### config.mk
export PLATFORM = sky130hd
export DESIGN_NAME = pipo_seq_ctrl_flat
export DESIGN_NICKNAME = d
export VERILOG_FILES = /design/src/rtl/pipo_seq_ctrl_if.sv /design/src/rtl/pipo_seq_ctrl.sv /design/src/flat_wrapper.sv
export SDC_FILE = /design/constraint.sdc
export NUM_CORES = 1
export LEC_CHECK = 0
export CORE_UTILIZATION = 40
export CTS_CLUSTER_SIZE = 14
export DETAILED_ROUTE_END_ITERATION = 10
export PLACE_DENSITY = 0.69
export SLEW_MARGIN = 40
export SYNTH_ARGS = -nofsm -noshare
export SYNTH_HDL_FRONTEND = slang
export SYNTH_SLANG_ARGS = --single-unit
### constraint.sdc
create_clock -name clk -period 2.1 [get_ports clk]
set_input_delay 0.21 -clock clk [delete_from_list [all_inputs] [get_ports clk]]
set_output_delay 0.21 -clock clk [all_outputs]
set_load 0.005 [all_outputs]
### src/rtl/pipo_seq_ctrl_if.sv
// Handshake and strobe bundle around one img2col PIPO stage.
// master = the sequencer (pipo_seq_ctrl), slave = its upstream/downstream environment.
interface pipo_seq_ctrl_if;
    logic start;
    logic abort;
    logic in_valid;
    logic in_ready;
    logic out_ready;
    logic out_valid;
    logic wr_ctrl;
    logic r_ctrl;
    logic busy;
    logic done;

    modport master (
        input  start, abort, in_valid, out_ready,
        output in_ready, out_valid, wr_ctrl, r_ctrl, busy, done
    );

    modport slave (
        output start, abort, in_valid, out_ready,
        input  in_ready, out_valid, wr_ctrl, r_ctrl, busy, done
    );
endinterface

### src/rtl/pipo_seq_ctrl.sv
// Sequencer for one img2col PIPO stage: tracks PIPO registers (A) and PIPO out (B)
// as a 2-entry pipeline, NUM_VECS vectors per job. Define STALL_CNT_EN for stall_cnt.
module pipo_seq_ctrl #(
    parameter int NUM_VECS = 9
`ifdef STALL_CNT_EN
    ,
    parameter int STALL_W  = 16
`endif
) (
    input  logic            clk,
    input  logic            rst,
    pipo_seq_ctrl_if.master bus
`ifdef STALL_CNT_EN
    ,
    output logic [STALL_W-1:0] stall_cnt
`endif
);
    localparam int CNT_W = $clog2(NUM_VECS + 1);
    localparam logic [CNT_W-1:0] LAST    = CNT_W'(NUM_VECS);
    localparam logic [CNT_W-1:0] LAST_M1 = CNT_W'(NUM_VECS - 1);

    typedef enum logic {IDLE, RUN} state_t;

    state_t           state, state_nxt;
    logic             a_full, a_full_nxt;
    logic             b_full, b_full_nxt;
    logic [CNT_W-1:0] in_cnt, in_cnt_nxt;
    logic [CNT_W-1:0] out_cnt, out_cnt_nxt;
    logic             done_q, done_nxt;

    logic run;
    logic c_fire;
    logic r_ctrl;
    logic in_ready;
    logic wr_ctrl;

    // Strobes settle after posedge; the PIPO samples them on the following negedge.
    always_comb begin
        run      = (state == RUN);
        c_fire   = b_full & bus.out_ready;
        r_ctrl   = run & a_full & (~b_full | c_fire);
        in_ready = run & (in_cnt < LAST) & (~a_full | r_ctrl);
        wr_ctrl  = bus.in_valid & in_ready;
    end

    always_comb begin
        state_nxt   = state;
        a_full_nxt  = a_full;
        b_full_nxt  = b_full;
        in_cnt_nxt  = in_cnt;
        out_cnt_nxt = out_cnt;
        done_nxt    = 1'b0;

        if (bus.abort) begin
            state_nxt   = IDLE;
            a_full_nxt  = 1'b0;
            b_full_nxt  = 1'b0;
            in_cnt_nxt  = '0;
            out_cnt_nxt = '0;
        end else begin
            unique case (state)
                IDLE: begin
                    if (bus.start) begin
                        state_nxt   = RUN;
                        a_full_nxt  = 1'b0;
                        b_full_nxt  = 1'b0;
                        in_cnt_nxt  = '0;
                        out_cnt_nxt = '0;
                    end
                end
                RUN: begin
                    a_full_nxt = wr_ctrl | (a_full & ~r_ctrl);
                    b_full_nxt = r_ctrl | (b_full & ~c_fire);
                    if (wr_ctrl && in_cnt != LAST)
                        in_cnt_nxt = in_cnt + CNT_W'(1);
                    if (c_fire && out_cnt != LAST)
                        out_cnt_nxt = out_cnt + CNT_W'(1);
                    // Last consume ends the job; done is registered so it shows next cycle.
                    if (c_fire && out_cnt == LAST_M1) begin
                        state_nxt = IDLE;
                        done_nxt  = 1'b1;
                    end
                end
                default: state_nxt = IDLE;
            endcase
        end
    end

    always_ff @(posedge clk or posedge rst) begin
        if (rst) begin
            state   <= IDLE;
            a_full  <= 1'b0;
            b_full  <= 1'b0;
            in_cnt  <= '0;
            out_cnt <= '0;
            done_q  <= 1'b0;
        end else begin
            state   <= state_nxt;
            a_full  <= a_full_nxt;
            b_full  <= b_full_nxt;
            in_cnt  <= in_cnt_nxt;
            out_cnt <= out_cnt_nxt;
            done_q  <= done_nxt;
        end
    end

`ifdef STALL_CNT_EN
    // Survives abort so a flushed job's stalls remain visible until the next start.
    always_ff @(posedge clk or posedge rst) begin
        if (rst)
            stall_cnt <= '0;
        else if (state == IDLE && bus.start && !bus.abort)
            stall_cnt <= '0;
        else if (run && b_full && !bus.out_ready && stall_cnt != '1)
            stall_cnt <= stall_cnt + STALL_W'(1);
    end
`endif

    assign bus.in_ready  = in_ready;
    assign bus.out_valid = b_full;
    assign bus.wr_ctrl   = wr_ctrl;
    assign bus.r_ctrl    = r_ctrl;
    assign bus.busy      = run;
    assign bus.done      = done_q;
endmodule
### src/flat_wrapper.sv
// flat-port wrapper written by rule: the top's interface ports become plain ports
module pipo_seq_ctrl_flat 
#(
    parameter int NUM_VECS = 9

)
  (clk, rst, bus_start, bus_abort, bus_in_valid, bus_out_ready, bus_in_ready, bus_out_valid, bus_wr_ctrl, bus_r_ctrl, bus_busy, bus_done);
  pipo_seq_ctrl_if bus_i ();
  input  logic clk;
  input  logic rst;
  input wire logic [$bits(bus_i.start)-1:0] bus_start;
  input wire logic [$bits(bus_i.abort)-1:0] bus_abort;
  input wire logic [$bits(bus_i.in_valid)-1:0] bus_in_valid;
  input wire logic [$bits(bus_i.out_ready)-1:0] bus_out_ready;
  output wire logic [$bits(bus_i.in_ready)-1:0] bus_in_ready;
  output wire logic [$bits(bus_i.out_valid)-1:0] bus_out_valid;
  output wire logic [$bits(bus_i.wr_ctrl)-1:0] bus_wr_ctrl;
  output wire logic [$bits(bus_i.r_ctrl)-1:0] bus_r_ctrl;
  output wire logic [$bits(bus_i.busy)-1:0] bus_busy;
  output wire logic [$bits(bus_i.done)-1:0] bus_done;
  assign bus_i.start = bus_start;
  assign bus_i.abort = bus_abort;
  assign bus_i.in_valid = bus_in_valid;
  assign bus_i.out_ready = bus_out_ready;
  assign bus_in_ready = bus_i.in_ready;
  assign bus_out_valid = bus_i.out_valid;
  assign bus_wr_ctrl = bus_i.wr_ctrl;
  assign bus_r_ctrl = bus_i.r_ctrl;
  assign bus_busy = bus_i.busy;
  assign bus_done = bus_i.done;
  pipo_seq_ctrl #(.NUM_VECS(NUM_VECS)) u_core (.clk(clk), .rst(rst), .bus(bus_i));
endmodule
---- Word level (Yosys, flattened, before mapping) ----
Cells that the tools add are included.
cells by class
  $add $sub $neg .......................... 2
  $lt $le $gt $ge ......................... 1
  eq/ne operators ......................... 6
  muxes and demuxes ....................... 19
  bitwise operators ....................... 17
  reduce and logical (&&, ||, !) cells .... 5
operators by type and width
  kind                                                            count
  4-bit 2-to-1 mux                                                5
  4-bit case mux with 2 select lines                              2
  1-bit 2-to-1 mux                                                9
  3-bit != test (second input constant)                           3
  4-bit by 1-bit adder with 4-bit output (second input constant)  2
  1-bit bitwise AND                                               8
  4-bit != test (second input constant)                           2
  1-bit case mux with 2 select lines                              3
  1-bit NOT                                                       5
  4-bit equality test (second input constant)                     1
  4-bit less-than comparator (second input constant)              1
  1-bit bitwise OR                                                4
  2-bit AND reduction                                             2
  1-bit logical AND                                               3
storage, ports and cells
  register bits ........................... 12
  input bits .............................. 6
  output and inout bits ................... 6

---- Longest topological paths before layout ----
  depth after elaboration ................. 10
  mapped depth ............................ 6
  depth with buffers taken out ............ 6

---- Least setup slack after synthesis ----
Ideal clock, no wire load.
  kind .................................... flip-flop to flip-flop
  from .................................... register u_core.in_cnt[0]
  to ...................................... register u_core.in_cnt[0]
  data arrival time ....................... 1401 ps
  path slack .............................. 574 ps
  stages on the path, launching flop included .. 7
  buffers on the path ..................... 0
  path through ............................ dfrtp_1 > inv_1 > ha_1 > nor2b_1 > o21ai_1 > o31a_1 > mux2_4
on the way
  longest elaborated chain between the ends .. 7
  elaborated cells on any way between the ends .. 12
  classes of those cells .................. 1 x add/sub; 1 x order compare; 2 x eq/ne; 3 x mux; 3 x bitwise; 2 x reduce/logical
ends and longest elaborated chain
  item                             RTL line              text
  from (decl)                      pipo_seq_ctrl.sv:27   logic [CNT_W-1:0] in_cnt, in_cnt_nxt;
  from (signal assigned)           pipo_seq_ctrl.sv:101  in_cnt <= in_cnt_nxt;
  4-bit less-than comparator       pipo_seq_ctrl.sv:42   in_ready = run & (in_cnt < LAST) & (~a_full | r_ctrl);
  1-bit bitwise AND (2 in series)  pipo_seq_ctrl.sv:42
  1-bit bitwise AND                pipo_seq_ctrl.sv:43   wr_ctrl = bus.in_valid & in_ready;
  1-bit logical AND                pipo_seq_ctrl.sv:74   if (wr_ctrl && in_cnt != LAST)
  3-bit != test (no line)          --
  2-bit AND reduction (no line)    --
Parallel ways exist; a longest one is shown, timed or not. The select of a mux whose other input is x is not followed.
A chain may end at the register's enable or synchronous reset.

---- Worst setup path in the final report ----
  from .................................... register u_core.in_cnt[1]
  to ...................................... output bus_in_ready
on the way
  longest elaborated chain between the ends .. 3
ends and longest elaborated chain
  item                             RTL line             text
  4-bit less-than comparator       pipo_seq_ctrl.sv:42
  1-bit bitwise AND (2 in series)  pipo_seq_ctrl.sv:42
  to (decl)                        flat_wrapper.sv:15   output wire logic [$bits(bus_i.in_ready)-1:0] bus_in_ready;
Every way passes these cells.

==> metrics.md <==
| Metric | Value |
|---|---|
| Result of the run | completed |
| HPWL after DPL | 1.219 mm |
| Setup CP Type | register to output port |
| Flop and latch count out of synthesis | 12 |
| Longest Clk Path Bufs | 2 |
| Count of input and output buffers | 11 |
| Number of fill cells in the layout | 183 |
| Post-Synthesis Mean Instance Area | 9.097 µm² |
| DIE WIDTH | 45.97 µm |
| Sequential cell area in the final layout | 300.3 µm² |
| Leak | 0.0004530 µW |
| Proportion of synthesized chip area in sequential cells | 0.3883 |
| Via count of the first global-routing pass | 628 |
| Number of cells produced by synthesis | 85 |
| Area growth from synthesis to layout | 27.99% |
| Critical path startpoint category | register |
| Inst Count DP | 121 |
| Worst-case hold slack | 0.2483 ns |
| DR vias | 669 |
| Routed wirelength normalized by instance count | 13.02 µm |
| Peak fanout along the critical path | 4 |
| Share of the synthesized area in the top cell type | 0.3883 |
| Area of the die | 2113 µm² |
| Pin count of the biggest net entering global routing | 14 |
| Fin crit period | 1.973 ns |
| Compound-Gate Fraction of Synth Area | 0.1974 |
| Multiplexer area fraction after synthesis | 0.01942 |
| Least-Margin Pin Slew | 0.4899 ns |
| Initial Utilization | 0.4383 |
| Detailed Route Iter0 Violations | 6 |
| Setup repair after global routing missed its margin | no |
| Fin Setup TNS | 0 ns |
| Synth Warn # | 0 |
| Global route total overflow | 0 |
| TritonCTS clock tree | built |
| Simple-gate portion of the synthesized area | 0.2427 |
| Setup violation total in the final timing report | 0 |
| First-pass GRT wire length | 2.739 mm |
| Power Density | 503.2 nW/µm² |
| Fraction of final layout cells with drive strength greater than 1 | 0.1650 |
| Adder-Cell Fraction of Synth Area | 0.09709 |
| DR vias/cell | 5.227 |
| Most frequent cell after synthesis | sky130_fd_sc_hd__dfrtp_1 |
| Post-synth top flop | sky130_fd_sc_hd__dfrtp_1 |
| Ranking of synthesized cells by area | sky130_fd_sc_hd__dfrtp_1 (39%), sky130_fd_sc_hd__ha_1 (9.7%), sky130_fd_sc_hd__nand3_1 (4.5%), sky130_fd_sc_hd__inv_1 (4.4%), sky130_fd_sc_hd__a2111oi_2 (3.9%) |
| Total clock buffers created by CTS | 3 |
| Number of clock sinks | 12 |
| Worst-case vdd ir drop | 314.3 µV |
| Length of the first detailed-routing pass in iterations | 4 |
| Worst min path class | primary input to asynchronous set/reset pin |
| Worst setup slack before clock tree synthesis | 0.2430 ns |
| Layout Nets | 116 |
| Dominant combinational cell family by area after synthesis | simple AND/OR/NAND/NOR gates |
| Area of combinational cells with multiple inputs | 437.9 µm² |
| Number of H-tree branching levels | 1 |
| IO Pins | 12 |
| Setup ws final | 0.1269 ns |
| CP Data Arrival Time | 1.76 ns |
| Share of the clock period used by the worst path | 0.9396 |
| Core Footprint | 1764 µm² |
| Category of the worst setup path capture point | output port |
| Root buffer cell | sky130_fd_sc_hd__clkbuf_4 |
| Clock slew at the register clock pins of the worst setup and hold paths | 0.08 ns |
| Post-Synthesis Net Count | 97 |
| Area of the mapped netlist | 773.2 µm² |
| Async set-or-reset flop fraction in the synthesized netlist | 1.000 |
| Worst skew pair latency | 0.28 ns |
| Data required time at the worst endpoint | 1.89 ns |
| Leading post-synthesis cells by instance count | sky130_fd_sc_hd__dfrtp_1 (12), sky130_fd_sc_hd__inv_1 (9), sky130_fd_sc_hd__nand3_1 (7) |
| Die span in y | 45.97 µm |
| Final weighted congestion in routability-driven placement | 0.8461 |
| Post-route DRC violation count | 0 |
| Final Instance Count excl. Fillers | 128 |
| Total wirelength of the detailed-routed design | 1.667 mm |
| F_max | 506.8 MHz |
| Detail Route Antenna Nets | 0 |
| Max-cap check violation count | 0 |
| Clock tree skew after final layout | 0.002044 ns |
| Post-synth top area cell | sky130_fd_sc_hd__dfrtp_1 |
| Post-synthesis share of cell area spent on xor and xnor gates | 0 |
| Final Slew Violations | 0 |
| Number of antenna violations at the first check in global routing | 0 |
| Combined global-route utilization of all metal layers | 0.1900 |
| Post-synth EDFFs | 0 |
| Number of antenna diodes | 0 |
| Count of standard-cell rows | 15 |
| Count of different cell masters after synthesis | 29 |
| Number of hold violations in the final report | 0 |
| Remaining max-slew budget at the tightest pin | 0.6731 |
[critical path, cell delays in order, from the launching register on]
cell and delay [ns]:
sky130_fd_sc_hd__dfrtp_1 0.42, sky130_fd_sc_hd__inv_2 0.08, sky130_fd_sc_hd__ha_1 0.15, sky130_fd_sc_hd__nor2b_4 0.16
sky130_fd_sc_hd__o211ai_2 0.10, sky130_fd_sc_hd__inv_1 0.08, sky130_fd_sc_hd__clkdlybuf4s50_1 0.49
[registers in the layout, indices dropped and copies added, names as in the netlist]
register,count
u_core.bus.out_valid,1
u_core.in_cnt,4
u_core.bus.busy,1
u_core.a_full,1
u_core.out_cnt,4
u_core.bus.done,1
[cell usage in the layout, fill, tap and decap left out, types with 2 or more instances in the layout]
| cell | n |
|---|---|
| sky130_fd_sc_hd__nor3_1 | 3 |
| sky130_fd_sc_hd__clkdlybuf4s50_1 | 10 |
| sky130_fd_sc_hd__or3_1 | 3 |
| sky130_fd_sc_hd__a2111oi_2 | 2 |
| sky130_fd_sc_hd__nand2_1 | 5 |
| sky130_fd_sc_hd__ha_1 | 6 |
| sky130_fd_sc_hd__clkbuf_4 | 3 |
| sky130_fd_sc_hd__nand3b_1 | 2 |
| sky130_fd_sc_hd__buf_4 | 5 |
| sky130_fd_sc_hd__dfrtp_1 | 12 |
| sky130_fd_sc_hd__a21o_1 | 3 |
| sky130_fd_sc_hd__nand2b_1 | 3 |
| sky130_fd_sc_hd__nand3_1 | 7 |
| sky130_fd_sc_hd__nor2_1 | 6 |
| sky130_fd_sc_hd__a31oi_1 | 3 |
| sky130_fd_sc_hd__a21oi_1 | 4 |
| sky130_fd_sc_hd__o21ai_0 | 2 |
| sky130_fd_sc_hd__inv_1 | 8 |
[final cells by class]
cell class / instances / share of cell area
multi-input cells: 62 / 0.4425
flip-flops and latches: 12 / 0.3034
repair buffers: 16 / 0.1517
clock buffers: 4 / 0.03666
inverters: 9 / 0.03413
well taps: 25 / 0.03161
[per-stage QoR]
step	power (µW)	util	instance area (µm²)
after floorplan	278.0	-	773.2
after global placement	309.7	0.5220	920.9
after detailed placement	311.1	0.5220	920.9
after CTS	503.7	0.5482	967.2
after global routing	525.7	0.5610	989.7
final	498.0	0.5610	989.7
[cell families after synthesis]
| group | count (synthesis) |
|---|---|
| AND/OR/NAND/NOR | 35 |
| AO/OA/AOI/OAI | 20 |
| flip-flops | 12 |
| buffers and inverters | 11 |
| adder cells (fa/ha/maj) | 6 |
| multiplexers | 1 |
[power by group]
group	internal (µW)	switching, µW
clock network	106	81.7
registers	235	7.24
logic	35.0	33.8
total	375	123
[repair_timing]
| action | CTS | global route |
|---|---|---|
| gates resized for setup | 1 | 3 |
| buffers inserted | 1 | 2 |
| pin swaps | 0 | 1 |
| hold buffers | 0 | 0 |
| endpoints found under the setup margin | 2 | 2 |
[metal layers]
layer	share of wire	global-route usage
met1	0.43	0.2127
met2	0.53	0.3239
met3	0.038	0.07143
met4	0.0060	0.07059
met5	0	0
[final timing paths]
check	endpoint	depth (start not counted)	startpoint	slack, ns
setup / recovery	bus_in_ready	6	u_core.in_cnt[1]	0.13
hold reg to reg	u_core.in_cnt[3]	1	u_core.in_cnt[3]	0.54
setup reg to reg	u_core.in_cnt[0]	7	u_core.in_cnt[1]	0.42
hold / removal	u_core.out_cnt[0]	2	rst	0.25
min in group clk	u_core.in_cnt[3]	1	u_core.in_cnt[3]	0.54
max in group asynchronous	u_core.in_cnt[1]	2	rst	1.52
(Power assumes the default switching activity.)
